$ cat config.mk
export PLATFORM = sky130hd
export DESIGN_NAME = mem_port_scheduler
export DESIGN_NICKNAME = d
export VERILOG_FILES = /design/src/rtl/mem_port_scheduler.sv
export SDC_FILE = /design/constraint.sdc
export NUM_CORES = 1
export LEC_CHECK = 0
export ABC_AREA = 1
export BUFFER_PORTS_ARGS = -buffer_cell sky130_fd_sc_hd__buf_2
export CORE_MARGIN = 2
export CORE_UTILIZATION = 51
export CTS_BUF_LIST = sky130_fd_sc_hd__clkbuf_4 sky130_fd_sc_hd__clkbuf_8
export CTS_CLUSTER_SIZE = 28
export DETAILED_ROUTE_END_ITERATION = 10
export GPL_ROUTABILITY_DRIVEN = 0
export PLACE_DENSITY = 0.93
export SLEW_MARGIN = 40
export SYNTH_ARGS = -nofsm -noshare
export SYNTH_HDL_FRONTEND = slang
export SYNTH_SLANG_ARGS = --single-unit
$ cat constraint.sdc
create_clock -name clock -period 4.3 [get_ports clock]
set_clock_uncertainty 0.1 [all_clocks]
set_input_delay 0.43 -clock clock [delete_from_list [all_inputs] [get_ports clock]]
set_output_delay 0.43 -clock clock [all_outputs]
set_load 0.01 [all_outputs]
$ cat src/rtl/mem_port_scheduler.sv
// mem_port_scheduler
// Shares the single data-memory port between issued loads and committed
// stores draining from the store buffer head. One request owns the port
// from grant until the memory answers. Loads are squashable by flush;
// stores are not. A starvation counter forces a waiting store through
// after STARVE_LIMIT consecutive load grants.
// Optional build macro: MEM_SCHED_PERF_EN adds grant and busy-cycle
// performance counters as extra output ports.

module mem_port_scheduler #(
    parameter int ADDR_W       = 32,
    parameter int DATA_W       = 32,
    parameter int TAG_W        = 6,
    parameter int STARVE_LIMIT = 4
) (
    input  logic                  clock,
    input  logic                  reset,
    input  logic                  flush,
    input  logic                  ld_req_valid,
    input  logic [ADDR_W-1:0]     ld_req_addr,
    input  logic [TAG_W-1:0]      ld_req_tag,
    output logic                  ex_busy,
    input  logic                  st_req_valid,
    input  logic [ADDR_W-1:0]     st_req_addr,
    input  logic [DATA_W-1:0]     st_req_data,
    input  logic [DATA_W/8-1:0]   st_req_strb,
    output logic                  st_req_ready,
    output logic                  mem_req_valid,
    output logic                  mem_req_we,
    output logic [ADDR_W-1:0]     mem_req_addr,
    output logic [DATA_W-1:0]     mem_req_wdata,
    output logic [DATA_W/8-1:0]   mem_req_strb,
    input  logic                  mem_req_ready,
    input  logic                  mem_resp_valid,
    input  logic [DATA_W-1:0]     mem_resp_data,
    output logic                  ld_resp_valid,
    output logic [TAG_W-1:0]      ld_resp_tag,
    output logic [DATA_W-1:0]     ld_resp_data
`ifdef MEM_SCHED_PERF_EN
    ,
    output logic [31:0]           perf_ld_grants,
    output logic [31:0]           perf_st_grants,
    output logic [31:0]           perf_port_busy_cycles
`endif
);

    localparam int STRB_W = DATA_W / 8;

    localparam logic [1:0] ST_IDLE = 2'd0;
    localparam logic [1:0] ST_REQ  = 2'd1;
    localparam logic [1:0] ST_WAIT = 2'd2;

    localparam logic [3:0] STARVE_LIM_C = 4'(STARVE_LIMIT);

    logic [1:0]        state_r;
    logic [3:0]        starve_cnt_r;
    logic              squash_r;
    logic              mem_req_valid_r;
    logic              req_we_r;
    logic [ADDR_W-1:0] req_addr_r;
    logic [DATA_W-1:0] req_wdata_r;
    logic [STRB_W-1:0] req_strb_r;
    logic [TAG_W-1:0]  req_tag_r;
    logic              ld_resp_valid_r;
    logic [TAG_W-1:0]  ld_resp_tag_r;
    logic [DATA_W-1:0] ld_resp_data_r;

    logic              idle_s;
    logic              st_win_s;
    logic              ld_win_s;
    logic              ex_busy_s;
    logic              ld_squash_s;

    // Arbitration in IDLE and back-pressure towards the load issue queue
    always_comb begin
        idle_s      = (state_r == ST_IDLE);
        st_win_s    = 1'b0;
        ld_win_s    = 1'b0;
        if (idle_s && st_req_valid &&
            (!ld_req_valid || (starve_cnt_r == STARVE_LIM_C))) begin
            st_win_s = 1'b1;
        end else if (idle_s && ld_req_valid && !flush) begin
            ld_win_s = 1'b1;
        end else begin
            st_win_s = 1'b0;
            ld_win_s = 1'b0;
        end
        // A load cannot be taken while the port is owned, while flushing,
        // or while a store is taking the port this cycle.
        ex_busy_s   = !idle_s || flush || st_win_s;
        // Flush only affects a load that currently owns the port.
        ld_squash_s = flush && !req_we_r;
    end

    // Port FSM, request latches, starvation counter and load response
    always_ff @(posedge clock) begin
        if (reset) begin
            state_r         <= ST_IDLE;
            starve_cnt_r    <= 4'd0;
            squash_r        <= 1'b0;
            mem_req_valid_r <= 1'b0;
            req_we_r        <= 1'b0;
            req_addr_r      <= '0;
            req_wdata_r     <= '0;
            req_strb_r      <= '0;
            req_tag_r       <= '0;
            ld_resp_valid_r <= 1'b0;
            ld_resp_tag_r   <= '0;
            ld_resp_data_r  <= '0;
        end else begin
            ld_resp_valid_r <= 1'b0;
            case (state_r)
                ST_IDLE: begin
                    if (st_win_s) begin
                        state_r         <= ST_REQ;
                        mem_req_valid_r <= 1'b1;
                        req_we_r        <= 1'b1;
                        req_addr_r      <= st_req_addr;
                        req_wdata_r     <= st_req_data;
                        req_strb_r      <= st_req_strb;
                        req_tag_r       <= '0;
                        starve_cnt_r    <= 4'd0;
                    end else if (ld_win_s) begin
                        state_r         <= ST_REQ;
                        mem_req_valid_r <= 1'b1;
                        req_we_r        <= 1'b0;
                        req_addr_r      <= ld_req_addr;
                        req_wdata_r     <= '0;
                        req_strb_r      <= '0;
                        req_tag_r       <= ld_req_tag;
                        if (st_req_valid && (starve_cnt_r != 4'hF)) begin
                            starve_cnt_r <= starve_cnt_r + 4'd1;
                        end
                    end
                end
                ST_REQ: begin
                    if (mem_req_ready) begin
                        // Already accepted: a flushed load must still drain.
                        state_r         <= ST_WAIT;
                        mem_req_valid_r <= 1'b0;
                        squash_r        <= ld_squash_s;
                    end else if (ld_squash_s) begin
                        state_r         <= ST_IDLE;
                        mem_req_valid_r <= 1'b0;
                    end
                end
                ST_WAIT: begin
                    if (mem_resp_valid) begin
                        state_r  <= ST_IDLE;
                        squash_r <= 1'b0;
                        if (!req_we_r && !squash_r && !flush) begin
                            ld_resp_valid_r <= 1'b1;
                            ld_resp_tag_r   <= req_tag_r;
                            ld_resp_data_r  <= mem_resp_data;
                        end
                    end else if (ld_squash_s) begin
                        squash_r <= 1'b1;
                    end
                end
                default: begin
                    state_r         <= ST_IDLE;
                    mem_req_valid_r <= 1'b0;
                    squash_r        <= 1'b0;
                end
            endcase
        end
    end

`ifdef MEM_SCHED_PERF_EN
    logic [31:0] perf_ld_grants_r;
    logic [31:0] perf_st_grants_r;
    logic [31:0] perf_busy_r;

    // Wrapping performance counters for grants and port occupancy
    always_ff @(posedge clock) begin
        if (reset) begin
            perf_ld_grants_r <= 32'd0;
            perf_st_grants_r <= 32'd0;
            perf_busy_r      <= 32'd0;
        end else begin
            if (ld_win_s) begin
                perf_ld_grants_r <= perf_ld_grants_r + 32'd1;
            end
            if (st_win_s) begin
                perf_st_grants_r <= perf_st_grants_r + 32'd1;
            end
            if (!idle_s) begin
                perf_busy_r <= perf_busy_r + 32'd1;
            end
        end
    end

    assign perf_ld_grants        = perf_ld_grants_r;
    assign perf_st_grants        = perf_st_grants_r;
    assign perf_port_busy_cycles = perf_busy_r;
`endif

    assign ex_busy       = ex_busy_s;
    assign st_req_ready  = st_win_s;
    assign mem_req_valid = mem_req_valid_r;
    assign mem_req_we    = req_we_r;
    assign mem_req_addr  = req_addr_r;
    assign mem_req_wdata = req_wdata_r;
    assign mem_req_strb  = req_strb_r;
    assign ld_resp_valid = ld_resp_valid_r;
    assign ld_resp_tag   = ld_resp_tag_r;
    assign ld_resp_data  = ld_resp_data_r;

endmodule

# Word-level counts from Yosys, hierarchy flattened

Cells that the tools add are included.

Bits in registers: 122
Input port bits: 145
Output and inout port bits: 111
Logic and storage cells: 83

Add/sub/neg operators: 1
Equality and inequality tests: 9
Muxes and demuxes: 32
Bitwise operators: 3
Reduce and logical (&&, ||, !) cells: 26

Operators with widths:

| kind                | count |
|---|---|
| $mux 32             | 4 |
| $mux 4              | 5 |
| $reduce_and 3->1    | 5 |
| $mux 1              | 13 |
| $mux 6              | 2 |
| $mux 2              | 5 |
| $logic_and 1x1->1   | 8 |
| $ne 3x3->1 const B  | 2 |
| $pmux 1 s3          | 2 |
| $pmux 2 s3          | 1 |
| $logic_not 1->1     | 5 |
| $add 4x1->4 const B | 1 |
| $eq 4x3->1 const B  | 1 |
| $ne 2x2->1 const B  | 2 |
| $ne 4x4->1 const B  | 1 |
| $reduce_bool 2->1   | 2 |
| $logic_or 1x1->1    | 3 |
| $ne 3x2->1 const B  | 1 |
| $not 1->1           | 3 |
| $reduce_or 3->1     | 1 |
| $eq 2x1->1 const B  | 1 |
| $eq 2x2->1 const B  | 1 |
| $logic_not 2->1     | 1 |
| $reduce_and 2->1    | 1 |

# Depth between registers and ports, before layout

Depth in word-level cells: 8
Depth in mapped cells: 11
Gate-level depth less buffers: 10

# Worst setup path after synthesis

OpenSTA, ideal clock, no wires.

Kind: register to output
Start point: reg starve_cnt_r[0]
End point: out ex_busy
Data arrival time: 1261 ps
Required time: 3770 ps
Slack: 2509 ps
Stages on the path, launching flop included: 9
Path buffers: 2
Cells stage by stage: dfxtp_1 inv_1 ha_1 nand3_1 nand2_1 nand2_2 buf_4 buf_4 nand3_1

Longest elaborated chain between the ends: 5

Ends and longest elaborated chain:

| element                | RTL line | text |
|---|---|---|
| start, declared        | 56       | `logic [3:0] starve_cnt_r;` |
| start signal, assigned | 132      | `starve_cnt_r <= starve_cnt_r + 4'd1;` |
| $eq 4x3->1             | 80       | `(!ld_req_valid \|\| (starve_cnt_r == STARVE_LIM_C))) begin` |
| $logic_or 1x1->1       | 80       |  |
| $logic_and 1x1->1      | 79       | `if (idle_s && st_req_valid &&` |
| $mux 1                 | 79       |  |
| $logic_or 1x1->1       | 90       | `ex_busy_s = !idle_s \|\| flush \|\| st_win_s;` |
| end, declared          | 22       | `output logic ex_busy,` |

Every way passes these cells.

# Worst setup path in the final report

Start point: reg state_r[0]
End point: out st_req_ready

Longest elaborated chain between the ends: 4

Ends and longest elaborated chain:

| element                         | RTL line | text |
|---|---|---|
| start, declared                 | 55       | `logic [1:0] state_r;` |
| start signal, assigned          | 98       | `state_r <= ST_IDLE;` |
| start signal, assigned          | 115      | `state_r <= ST_REQ;` |
| start signal, assigned          | 124      | `state_r <= ST_REQ;` |
| $logic_not 2->1                 | 76       | `idle_s = (state_r == ST_IDLE);` |
| $logic_and 1x1->1 (2 in series) | 79       |  |
| $mux 1                          | 79       |  |
| end, declared                   | 27       | `output logic st_req_ready,` |

Every way passes these cells.

==> key figures <==
Worst setup path
  • Crit path DAT: 2.62 ns
  • Worst R2R Setup Slack: 1.41 ns
  • Critical Path Slowest Stage Cell: ha_1
  • Critical R2R Launch: state_r[0]
  • Critical Path Fanout Max: 41
  • Crit Path Class: reg -> out
  • Worst EP required: 3.77 ns
  • Cell with the most instances on the worst path: inv_1
  • Buf+Inv Stages, Crit Path: 4
  • Worst-path cell chain: inv_1 > ha_1 > nand2_1 > inv_1 > nand2_2 > inv_2 > buf_2
  • Worst r2r path cells: 11
  • Reg2reg end: mem_req_addr[3]
  • Critical path's largest stage delay: 0.47 ns
  • CP top delay family: buffers and inverters
  • Crit path launch type: flip-flop
  • CP Capture Type: output pin

Floorplan
  • Die area: 0.0108 mm²
  • Starting density of the core: 0.524
  • Die width: 104 µm
  • Chip height: 104 µm
  • Core Area: 0.00973 mm²
  • Ports: 256
  • Std-Cell Rows: 36

STA
  • Slew HR: 0.508
  • Final setup viols: 0
  • Final worst path period need: 3.15 ns
  • Final period utilization: 0.733
  • Hold Violations, Final: 0
  • Final setup TNS: 0 ns
  • Fmax: 317 MHz
  • Final Max Slew Viols: 0
  • RSZ-0062 raised after global routing: no
  • Pin slew with the least headroom to its limit: 0.735 ns

Synth
  • Syn Nets: 906
  • Synth area leaders: dfxtp_1, nand2_1, nor2_1
  • #FFs+latches synth: 122
  • Synth top area share: 0.479
  • Sequential fraction of the synthesis area: 0.479
  • Syn_area_per_cell: 6.76 µm²
  • Area leader, netlist: dfxtp_1
  • Cell variety after synth: 20
  • Mapped Area: 0.00510 mm²
  • Cells after Synth: 755
  • Synth warn: 0

GRT
  • GRT overflow: 0
  • Vias in the first global route: 4991
  • Initial antenna violation count: 0
  • First-pass GRT wire length: 21900 µm
  • GRT Overall Usage: 0.245
  • Largest net degree at the start of global routing: 107

Clock network
  • CTS H-tree depth: 4
  • CTS tree: yes
  • CTS Root Cell: clkbuf_8
  • Clock sinks: 122
  • Setup Fix Bufs, Post-CTS: 0
  • Clock Path Buffers: 2
  • TritonCTS buffer count: 17
  • Cts repair resizes: 0
  • Insertion delay to the later sink of the worst-skew pair: 0.40 ns
  • Hold buffer count at cts: 0
  • Clock-pin slew on the worst setup and hold paths: 0.08 ns

Finish
  • Final Util: 0.694
  • Proportion of layout cells with a drive suffix above 1: 0.298
  • Ant diodes: 0
  • Final #Nets: 1140
  • Area Overhead vs Synth: 32.3%
  • # fillers: 877

Hold path
  • Hold Crit Class: in -> reg
  • Worst Hold Path EP: req_tag_r[1]
  • Worst Hold Launch: ld_req_tag[1]
  • Hold Path Depth: 3

Placement
  • Number of I/O port buffers: 255
  • Dpl hpwl: 9470 µm

Job
  • Max-cap violations: 0

Power
  • PwrDens: 552 mW/mm²
  • Peak supply drop: 0.000284 V
  • Leakage: 3.59 nW

Detailed routing
  • Post-DR wirelength/cell: 11.9 µm
  • Via count: 5314
  • First drt pass iteration count: 4
  • Vias per inst: 4.68
  • Drt total wl: 13500 µm
  • Initial DRC Count: 319
  • Antenna Nets Post-Route: 0
  • DRC: 0

Status
  • Status: completed
kinds of logic (layout without fill, tap and decap cells):
kind of cell,Yosys count,in the layout,synth area share
AOI/OAI and AO/OA,92,92,0.0905
adders and majority gates,6,6,0.0147
xor gates and xnor gates,1,1,0.00172
DFF,122,122,0.479
buffers and inverters,95,342,0.0834
and+or+nand+nor,439,439,0.331
metrics by stage:
stage / power (W) / area (µm²) / hold WS, ns / worst slack (ns) / instances
final: 0.00373 / 6750 / 0.160 / 1.15 / 1135
after global routing: 0.00400 / 6750 / 0.134 / 0.851 / 1135
after detailed placement: 0.00274 / 6350 / 0.352 / 1.41 / 1103
after CTS: 0.00376 / 6750 / 0.134 / 1.09 / 1135
after global placement: 0.00269 / 6340 / 0.345 / 1.44 / 1103
after floorplan: 0.00238 / 5100 / 0.341 / 2.51 / 755
worst register-to-register path, stage by stage (launching register included):
cell and delay [ns]:
dfxtp_1 0.32, inv_1 0.12, ha_1 0.47, nand2_1 0.10
inv_1 0.10, nand2_2 0.43, inv_2 0.47, buf_4 0.37
nand2_1 0.11, nand2_1 0.08, nor2_1 0.04, nor2_1 0.12
synthesized netlist by cell type (all sizes together):
cell and count:
buf 26, clkbuf 18, o21ai 44, nand3 11
dfxtp 122, a31oi 1, a21oi 47, nand2 268
xnor2 1, nand4 3, nor2 157, inv 51
ha 6
how the worst max path moves through the flow:
stage / start / end / slack, ns / depth (start not counted)
after floorplan: starve_cnt_r[0] / ex_busy / 2.51 / 8
after CTS: state_r[0] / st_req_ready / 1.09 / 7
final: state_r[0] / st_req_ready / 1.15 / 7
after global routing: state_r[0] / st_req_ready / 0.85 / 7
after detailed placement: state_r[0] / mem_req_addr[13] / 1.41 / 11
after global placement: state_r[0] / mem_req_addr[29] / 1.44 / 10
area by class of cell:
type,count,area (µm²),share of cell area
clock buffers,19,255,0.0378
well taps,133,166,0.0246
clock inverters,13,144,0.0213
repair buffers,259,1310,0.193
flip-flops and latches,122,2440,0.362
multi-input cells,538,2240,0.332
inverters,51,194,0.0287
power breakdown:
part | internal (W) | total [W] | switching [W]
clock network | 0.000541 | 0.00101 | 0.000468
logic | 0.000460 | 0.00127 | 0.000814
registers | 0.00134 | 0.00144 | 0.000102
total | 0.00234 | 0.00373 | 0.00138
sequential cells by signal, indices dropped and copies added (netlist names):
name	count
ld_resp_data	32
ld_resp_tag	6
ld_resp_valid	1
mem_req_addr	32
mem_req_strb	4
mem_req_valid	1
mem_req_wdata	32
mem_req_we	1
req_tag_r	6
squash_r	1
starve_cnt_r	4
state_r	2
cells in the final DEF, fill, tap and decap left out, drive strengths merged, types with 2 or more instances in the layout:
| cell type | instances |
|---|---|
| dfxtp | 122 |
| nor2 | 157 |
| buf | 259 |
| nand3 | 11 |
| clkinv | 5 |
| inv | 53 |
| a21oi | 47 |
| clkbuf | 19 |
| o21ai | 44 |
| bufinv | 2 |
| nand4 | 3 |
| clkinvlp | 4 |
| nand2 | 268 |
| ha | 6 |
per-layer routing:
metal | up-vias | routed length [µm] | global-route usage
met1 | 2348 | 5400 | 0.270
met2 | 179 | 6980 | 0.447
met4 | 0 | 182 | 0.0811
li1 | 2773 | - | -
met5 | - | 0 | 0
met3 | 14 | 929 | 0.0746
No activity file was read; power rests on OpenSTA's default activity.
